**src/rtl/lsu_pipe.sv**
```systemverilog
// lsu_pipe -- load/store unit stage between EX and WB.
//
// Purpose:
//   Captures one op from EX and forms the effective address (rdata1 + imm).
//   It builds byte strobes and replicated store data, then performs a single
//   outstanding request/acknowledge access on the data SRAM. Load data is
//   aligned and sign/zero-extended. The result is presented to WB with a
//   valid/ready handshake. Illegal sizes raise out_exc without touching
//   memory. A flush aborts the op; an access already accepted by memory is
//   drained first.
//
// Configuration macro:
//   MISALIGN_EXC_EN  defined   : misaligned half/word/dword raise out_exc.
//                    undefined : misaligned accesses go out as is. Only the
//                                in-line bytes are written or returned.
//
// Parameters:
//   XLEN  datapath width (32 or 64)
//   SW    strobe width in bytes (derived, XLEN/8)
//   OFFW  byte-offset address bits (derived, log2(SW))
//
// Ports:
//   clk, resetn                    clock, asynchronous active-low reset
//   in_valid/in_ready              EX-side handshake
//   lsu_op[6:0]                    {en, we, size[3:0]={d,w,h,b}, unsigned}
//   rdata1, rdata2, imm            base, store data, offset
//   in_rd                          destination tag (passed through)
//   flush                          kill the op in flight
//   data_sram_req/wr/wstrb/addr/wdata   request side of the data SRAM
//   data_sram_addr_ok/data_ok/rdata     accept, response and load data
//   out_valid/out_ready            WB-side handshake
//   out_rdata, out_rd              aligned load result (0 for stores), tag
//   out_exc, out_badaddr           exception flag and faulting address
module lsu_pipe #(
   parameter int XLEN = 64,
   parameter int SW   = XLEN / 8,
   parameter int OFFW = $clog2(SW)
) (
   input  logic            clk,
   input  logic            resetn,
   input  logic            in_valid,
   output logic            in_ready,
   input  logic [6:0]      lsu_op,
   input  logic [XLEN-1:0] rdata1,
   input  logic [XLEN-1:0] rdata2,
   input  logic [XLEN-1:0] imm,
   input  logic [4:0]      in_rd,
   input  logic            flush,
   output logic            data_sram_req,
   output logic            data_sram_wr,
   output logic [SW-1:0]   data_sram_wstrb,
   output logic [XLEN-1:0] data_sram_addr,
   output logic [XLEN-1:0] data_sram_wdata,
   input  logic            data_sram_addr_ok,
   input  logic            data_sram_data_ok,
   input  logic [XLEN-1:0] data_sram_rdata,
   output logic            out_valid,
   input  logic            out_ready,
   output logic [XLEN-1:0] out_rdata,
   output logic [4:0]      out_rd,
   output logic            out_exc,
   output logic [XLEN-1:0] out_badaddr
);

   typedef enum logic [1:0] {IDLE, REQ, WAIT, DONE} state_t;

   // Size priority byte > half > word > dword; result is one-hot or zero.
   function automatic logic [3:0] size_sel(input logic [3:0] s);
      if (s[0])      return 4'b0001;
      else if (s[1]) return 4'b0010;
      else if (s[2]) return 4'b0100;
      else if (s[3]) return 4'b1000;
      else           return 4'b0000;
   endfunction

   function automatic logic size_illegal(input logic [3:0] s);
      logic onehot;
      onehot = (s != 4'b0000) && ((s & (s - 4'd1)) == 4'b0000);
      return !onehot || ((XLEN == 32) && s[3]);
   endfunction

   function automatic logic misaligned(input logic [3:0] sel, input logic [OFFW-1:0] off);
      case (sel)
         4'b0010: return off[0];
         4'b0100: return off[1:0] != 2'b00;
         4'b1000: return off != '0;
         default: return 1'b0;
      endcase
   endfunction

   // Strobes are formed double-width and truncated so a misaligned access
   // keeps only the bytes that fall inside this data word.
   function automatic logic [SW-1:0] strobe(input logic [3:0] sel, input logic [OFFW-1:0] off);
      logic [2*SW-1:0] w;
      case (sel)
         4'b0001: w = {{(2*SW-1){1'b0}}, 1'b1} << off;
         4'b0010: w = {{(2*SW-2){1'b0}}, 2'b11} << off;
         4'b0100: w = {{(2*SW-4){1'b0}}, 4'hF} << off;
         4'b1000: w = '1;
         default: w = '0;
      endcase
      return w[SW-1:0];
   endfunction

   function automatic logic [XLEN-1:0] replicate(input logic [3:0] sel, input logic [XLEN-1:0] d);
      case (sel)
         4'b0001: return {(SW){d[7:0]}};
         4'b0010: return {(SW/2){d[15:0]}};
         4'b0100: return {(SW/4){d[31:0]}};
         default: return d;
      endcase
   endfunction

   // Shift the addressed byte to bit 0, keep the access width, then fill
   // the upper bits with the sign bit (or zero for unsigned loads).
   function automatic logic [XLEN-1:0] align_load(input logic [3:0] sel, input logic uns,
                                                  input logic [OFFW-1:0] off,
                                                  input logic [XLEN-1:0] raw);
      logic [XLEN-1:0] s;
      logic [XLEN-1:0] m;
      logic            sb;
      s = raw >> {off, 3'b000};
      case (sel)
         4'b0001: begin m = XLEN'(8'hFF);         sb = s[7];      end
         4'b0010: begin m = XLEN'(16'hFFFF);      sb = s[15];     end
         4'b0100: begin m = XLEN'(32'hFFFF_FFFF); sb = s[31];     end
         default: begin m = '1;                   sb = s[XLEN-1]; end
      endcase
      return (s & m) | ((sb && !uns) ? ~m : '0);
   endfunction

   state_t            state_q;
   logic [6:0]        op_q;
   logic [XLEN-1:0]   addr_q;
   logic [XLEN-1:0]   wdata_q;
   logic [SW-1:0]     wstrb_q;
   logic [4:0]        rd_q;
   logic [XLEN-1:0]   res_q;
   logic              exc_q;
   logic [XLEN-1:0]   badaddr_q;
   logic              cancel_q;

   // Capture-side decode of the incoming op.
   logic [XLEN-1:0]   addr_d;
   logic [OFFW-1:0]   off_d;
   logic [3:0]        sel_d;
   logic              exc_d;
   logic [SW-1:0]     wstrb_d;
   logic [XLEN-1:0]   wdata_d;
   logic [XLEN-1:0]   load_res;

   assign addr_d = rdata1 + imm;
   assign off_d  = addr_d[OFFW-1:0];
   assign sel_d  = size_sel(lsu_op[4:1]);

`ifdef MISALIGN_EXC_EN
   assign exc_d = lsu_op[6] && (size_illegal(lsu_op[4:1]) || misaligned(sel_d, off_d));
`else
   assign exc_d = lsu_op[6] && size_illegal(lsu_op[4:1]);
`endif

   assign wstrb_d  = (lsu_op[6] && !exc_d) ? strobe(sel_d, off_d) : '0;
   assign wdata_d  = replicate(sel_d, rdata2);
   assign load_res = op_q[5] ? '0
                   : align_load(size_sel(op_q[4:1]), op_q[0], addr_q[OFFW-1:0], data_sram_rdata);

   always_ff @(posedge clk or negedge resetn) begin
      if (!resetn) begin
         state_q   <= IDLE;
         op_q      <= '0;
         addr_q    <= '0;
         wdata_q   <= '0;
         wstrb_q   <= '0;
         rd_q      <= '0;
         res_q     <= '0;
         exc_q     <= 1'b0;
         badaddr_q <= '0;
         cancel_q  <= 1'b0;
      end else begin
         case (state_q)
            IDLE: begin
               // Flush wins over a simultaneous in_valid.
               if (!flush && in_valid) begin
                  op_q      <= lsu_op;
                  addr_q    <= addr_d;
                  wdata_q   <= wdata_d;
                  wstrb_q   <= wstrb_d;
                  rd_q      <= in_rd;
                  res_q     <= '0;
                  exc_q     <= exc_d;
                  badaddr_q <= exc_d ? addr_d : '0;
                  cancel_q  <= 1'b0;
                  state_q   <= (lsu_op[6] && !exc_d) ? REQ : DONE;
               end
            end
            REQ: begin
               if (data_sram_addr_ok) begin
                  if (data_sram_data_ok) begin
                     if (flush) begin
                        state_q <= IDLE;
                     end else begin
                        res_q   <= load_res;
                        state_q <= DONE;
                     end
                  end else begin
                     // Accepted by memory: a flush now must wait for data_ok.
                     cancel_q <= flush;
                     state_q  <= WAIT;
                  end
               end else if (flush) begin
                  state_q <= IDLE;
               end
            end
            WAIT: begin
               if (data_sram_data_ok) begin
                  if (cancel_q || flush) begin
                     cancel_q <= 1'b0;
                     state_q  <= IDLE;
                  end else begin
                     res_q   <= load_res;
                     state_q <= DONE;
                  end
               end else if (flush) begin
                  cancel_q <= 1'b1;
               end
            end
            DONE: begin
               if (flush || out_ready) state_q <= IDLE;
            end
            default: state_q <= IDLE;
         endcase
      end
   end

   assign in_ready        = (state_q == IDLE);
   assign data_sram_req   = (state_q == REQ);
   assign data_sram_wr    = (state_q == REQ) && op_q[5];
   assign data_sram_wstrb = wstrb_q;
   assign data_sram_addr  = addr_q;
   assign data_sram_wdata = wdata_q;
   assign out_valid       = (state_q == DONE);
   assign out_rdata       = res_q;
   assign out_rd          = rd_q;
   assign out_exc         = exc_q;
   assign out_badaddr     = badaddr_q;

endmodule

```
**config.mk**
```make
export PLATFORM = sky130hd
export DESIGN_NAME = lsu_pipe
export DESIGN_NICKNAME = d
export VERILOG_FILES = /design/src/rtl/lsu_pipe.sv
export SDC_FILE = /design/constraint.sdc
export NUM_CORES = 1
export LEC_CHECK = 0
export ABC_AREA = 0
export CORE_MARGIN = 5
export CORE_UTILIZATION = 38
export CTS_CLUSTER_DIAMETER = 50
export DETAILED_ROUTE_END_ITERATION = 16
export PLACE_DENSITY = 0.65
export SYNTH_ARGS = -nofsm -noshare
export SYNTH_HDL_FRONTEND = slang
export SYNTH_SLANG_ARGS = --single-unit
```
**constraint.sdc**
```tcl
create_clock -name clk -period 2.8 [get_ports clk]
set_input_delay 0.42 -clock clk [delete_from_list [all_inputs] [get_ports clk]]
set_output_delay 0.42 -clock clk [all_outputs]
set_load 0.005 [all_outputs]
```
* Word level (Yosys, flattened, before mapping)
Cells that the tools add are included.
Word-level totals: bits in read-only memories 0, memories 0, register bits after elaboration 279, latch bits 0, output and inout port bits 274, memory bits (writable) 0, input port bits 275
Operators by class: $add $sub $neg 2, bitwise logic cells 4, magnitude comparators 0, eq/ne operators 21, muxes and demuxes 40, divide/modulo/power cells 0, multiply operators 0, reduce and logical (&&, ||, !) cells 20, shift-type cells 4
Operator list (count):
- two-way mux 64 bit | 9
- one-hot mux 64 bit (3 select lines) | 3
- adder 64 bit | 1
- AND 64 bit | 1
- NOT 64 bit | 1
- OR 64 bit | 1
- >> shifter 64 x 6 -> 64 bit | 1
- two-way mux 4 bit | 8
- one-hot mux 8 bit (4 select lines) | 1
- two-way mux 2 bit | 9
- equality test 4 x 1 -> 1 bit (second input constant) | 2
- equality test 4 x 2 -> 1 bit (second input constant) | 2
- equality test 4 x 3 -> 1 bit (second input constant) | 2
- two-way mux 8 bit | 1
- inequality test 2 x 1 -> 1 bit (second input constant) | 4
- inequality test 2 bit (second input constant) | 4
- one-hot mux 2 bit (4 select lines) | 1
- left shift 1 x 3 -> 8 bit (first input constant) | 1
- left shift 2 x 3 -> 8 bit (first input constant) | 1
- left shift 4 x 3 -> 8 bit (first input constant) | 1
- AND reduction 7 bit | 1
- logical AND 1 bit | 6
- two-way mux 1 bit | 6
- inequality test 3 bit (second input constant) | 2
- 16 further kinds | 22

* Logic depth before layout (Yosys ltp)
depth after elaboration 14, mapped depth 12

* Worst setup path before layout
OpenSTA, ideal clock, no wires.
path kind input port to flip-flop, from input rdata1[0], to register addr_q[40], in the netlist data_sram_addr[40], data arrival time 3041 ps, path slack -366 ps, path buffers 0, stages on the path 12, path through ha_1 -> fa_1 -> a21o_1 -> a31o_4 -> a221oi_4 -> or2_4 -> o31ai_4 -> a41oi_4 -> o21bai_2 -> a31oi_1 -> xnor2_1 -> mux2_2
Between the ends: word-level cells in the longest chain between the ends 1
RTL lines:
- from (decl) | RTL line 44 | input logic [XLEN-1:0] rdata1,
- adder 64 bit | RTL line 152 | assign addr_d = rdata1 + imm;
- to (signal assigned) | RTL line 185 | addr_q <= addr_d;
- to (decl) | RTL line 134 | logic [XLEN-1:0] addr_q;
No other way between the ends. A chain may end at the register's enable or synchronous reset.

* Worst setup path in the final report
from input imm[0], to register addr_q[58], in the netlist data_sram_addr[58]
Between the ends: word-level cells in the longest chain between the ends 1
RTL lines:
- from (decl) | RTL line 46 | input logic [XLEN-1:0] imm,
- adder 64 bit | RTL line 152
No other way between the ends.

==> qor.yml <==
status: "finished clean"
total_power_mw: 24.11
die_h_um: 219.4
tns_ns: 0
netlist_area_um2: 16660
grt_pass1_vias: 18120
antenna_found_initial: 5
ys_seq_area_frac: 0.4176
clockRootBuffer: "clkbuf_16"
route.detailed.drc: 0
h-tree-depth: 2
wl_per_cell_um: 22.22
cts_buffer_depth: 3
clock_sinks: 278
num_vias: 17660
drt.antenna.violating_nets: 0
place_area_um2: 24700
drt_iter0_drc: 1446
routed_via_density: 5.430
place.port_buffers: 548
hpwl_um: 55860
crit_fanout: 3
ys_seq_elements: 278
dr.pass1.iters: 8
cp-end-kind: "flop"
hold_viol_final: 0
num-nets-final: 2974
grtUsageTotal: 0.2890
clk_latency_ns: 0.57
postSynthCellCount: 1864
num_rows: 76
dieArea_um2: 48130
synth_edf_count: 0
drive_gt1_frac: 0.2058
ios: 549
slew_viol_final: 0
crit_top_cell: "buf_4"
slowest_delay_ns: 0.36
period_needed_ns: 2.797
critPathLaunchType: "input pin"
grt_remaining_overflow: 0
crit_required_ns: 3.24
final_common_cell: "clkdlybuf4s50_1"
crit_slowest_cell: "fa_2"
yosys.cell_types.count: 70
hold_class: "input pin to flop"
worst-path-buf-inv: 4
slew-limit-headroom: 0.2811
core_um2: 43270
cp_top_family: "compound AO/OA/AOI/OAI gates"
path_clk_slew_ns: 0.05
gp_congestion: 0.9560
setup_viol: 0
avgSynthCellArea_um2: 8.938
max_freq_mhz: 357.5
critPathArrivalTime_ns: 3.24
grt_max_degree: 105
finalClockSkew_ns: 0.01920
final_util: 0.6245
start_util: 0.3850
cts_tree: "built"
cts-buffers-inserted: 42
synth-warning-count: 0
async_flop_share: 1.000
syn-num-nets: 2207
path_class: "input pin to flop"
grt_pass1_wl_um: 108000
synth_ff_type: "dfrtp_1"
power.density_nw_per_um2: 892.3
path_cells: "buf_8 -> ha_4 -> fa_2 -> a21o_1 -> a31o_4 -> a221oi_4 -> buf_4 -> o2111ai_2 -> o211ai_1 -> buf_4 -> o41ai_4 -> buf_4 -> a21oi_4 -> o21ai_1 -> xor2_1 -> mux2_4"
period_share: 0.9990
design_area_um2: 27020
syn2layout_area_growth_pct: 62.18
p_leak_nw: 12.22
rsz0062_at_grt: "true"
dieWidth_um: 219.4
hold_slack_ns: 0.3525
cap_violations: 0
ir_worst_vdd_mv: 0.6222
final_cell_mix: "clkdlybuf4s50_1 (495), nand2_1 (379), buf_4 (286)"
worstMarginPinSlew_ns: 1.076
totalWireLength_um: 72270
## worst min-delay path, delay by kind of cell
| kind | cells | cell delay, ns |
|---|---|---|
| simple gates | 2 | 0.16 |
| buf+inv | 1 | 0.07 |
| fa+ha+maj | 1 | 0.21 |
## report_power, final
part           switching [mW]  internal, mW  total [mW]
sequential               1.21          5.68        6.89
clock                    2.09          3.42        5.51
combinational            5.62          6.09        11.7
## layer usage
layer / GRT usage / vias to the layer above / share of wire
met2: 0.4841 / 762 / 0.47
met3: 0.07808 / 159 / 0.087
li1: - / 8205 / -
met5: 0 / - / 0
met4: 0.1168 / 0 / 0.045
met1: 0.3537 / 8537 / 0.40
## cells in the mapped netlist, types with 18 or more instances
cell        n  area share
nand4_1    25      0.0094
nor2_1     99       0.022
clkbuf_1  105       0.024
a31oi_1    18      0.0068
mux2i_1    87       0.052
xnor2_1    39       0.021
a22o_1     85       0.045
inv_1      22      0.0050
ha_1       67       0.050
a21o_1     40       0.018
nand2_1   383       0.086
a21oi_1   133       0.040
xor2_1     25       0.013
mux2_2     44       0.030
o21ai_0   179       0.054
dfrtp_1   278        0.42
## sequential cells by signal, indices dropped and copies added (netlist names)
register         count
cancel_q             1
data_sram_addr      64
data_sram_wdata     64
data_sram_wstrb      8
op_q                 5
out_badaddr         64
out_exc              1
out_rd               5
out_rdata           64
state_q              2
## path summary, 6_finish.rpt
path	startpoint	to	slack, ns	cells past startpoint
hold reg to reg	data_sram_wdata[6]$_DFFE_PN0P_	data_sram_wdata[6]$_DFFE_PN0P_	0.47	2
setup / recovery	imm[0]	data_sram_addr[58]$_DFFE_PN0P_	0.003	16
setup reg to reg	data_sram_addr[0]$_DFFE_PN0P_	out_rdata[20]$_DFFE_PN0P_	0.30	11
min in group asynchronous	resetn	out_rdata[28]$_DFFE_PN0P_	0.41	2
hold / removal	rdata1[0]	data_sram_addr[0]$_DFFE_PN0P_	0.35	4
max in group asynchronous	resetn	out_rdata[37]$_DFFE_PN0P_	1.58	3
## metrics by stage
step / cells / setup WS [ns]
after floorplan: 1864 / -0.1717
after global placement: 3147 / -0.9210
after detailed placement: 3147 / -0.9597
after CTS: 3237 / 0.002554
after global routing: 3252 / -0.09616
final: 3253 / 0.002913
## what timing repair did
action,in CTS,in global routing
endpoints found under the setup margin,58,48
hold buffers,1,0
endpoints found under the hold margin,54,0
pin swaps,37,56
resized for setup,77,91
setup buffers,14,11
## cell type report
class / instances / area [µm²]
well taps: 585 / 732.0
flip-flops and latches: 278 / 6959
diodes: 5 / 12.51
clock inverters: 24 / 274.0
repair buffers: 851 / 7943
clock buffers: 52 / 1190
inverters: 22 / 82.58
fillers: 3677 / 16250
multi-input cells: 1436 / 9826
## cell families after synthesis
kind of cell               after synthesis  synth area share
muxes                                  133           0.08472
adders and majority gates               68           0.05152
AOI/OAI and AO/OA                      590            0.2337
and+or+nand+nor                        581            0.1446
buffers and inverters                  150           0.03425
DFF                                    278            0.4176
xor gates and xnor gates                64           0.03365
(Power assumes the default switching activity.)
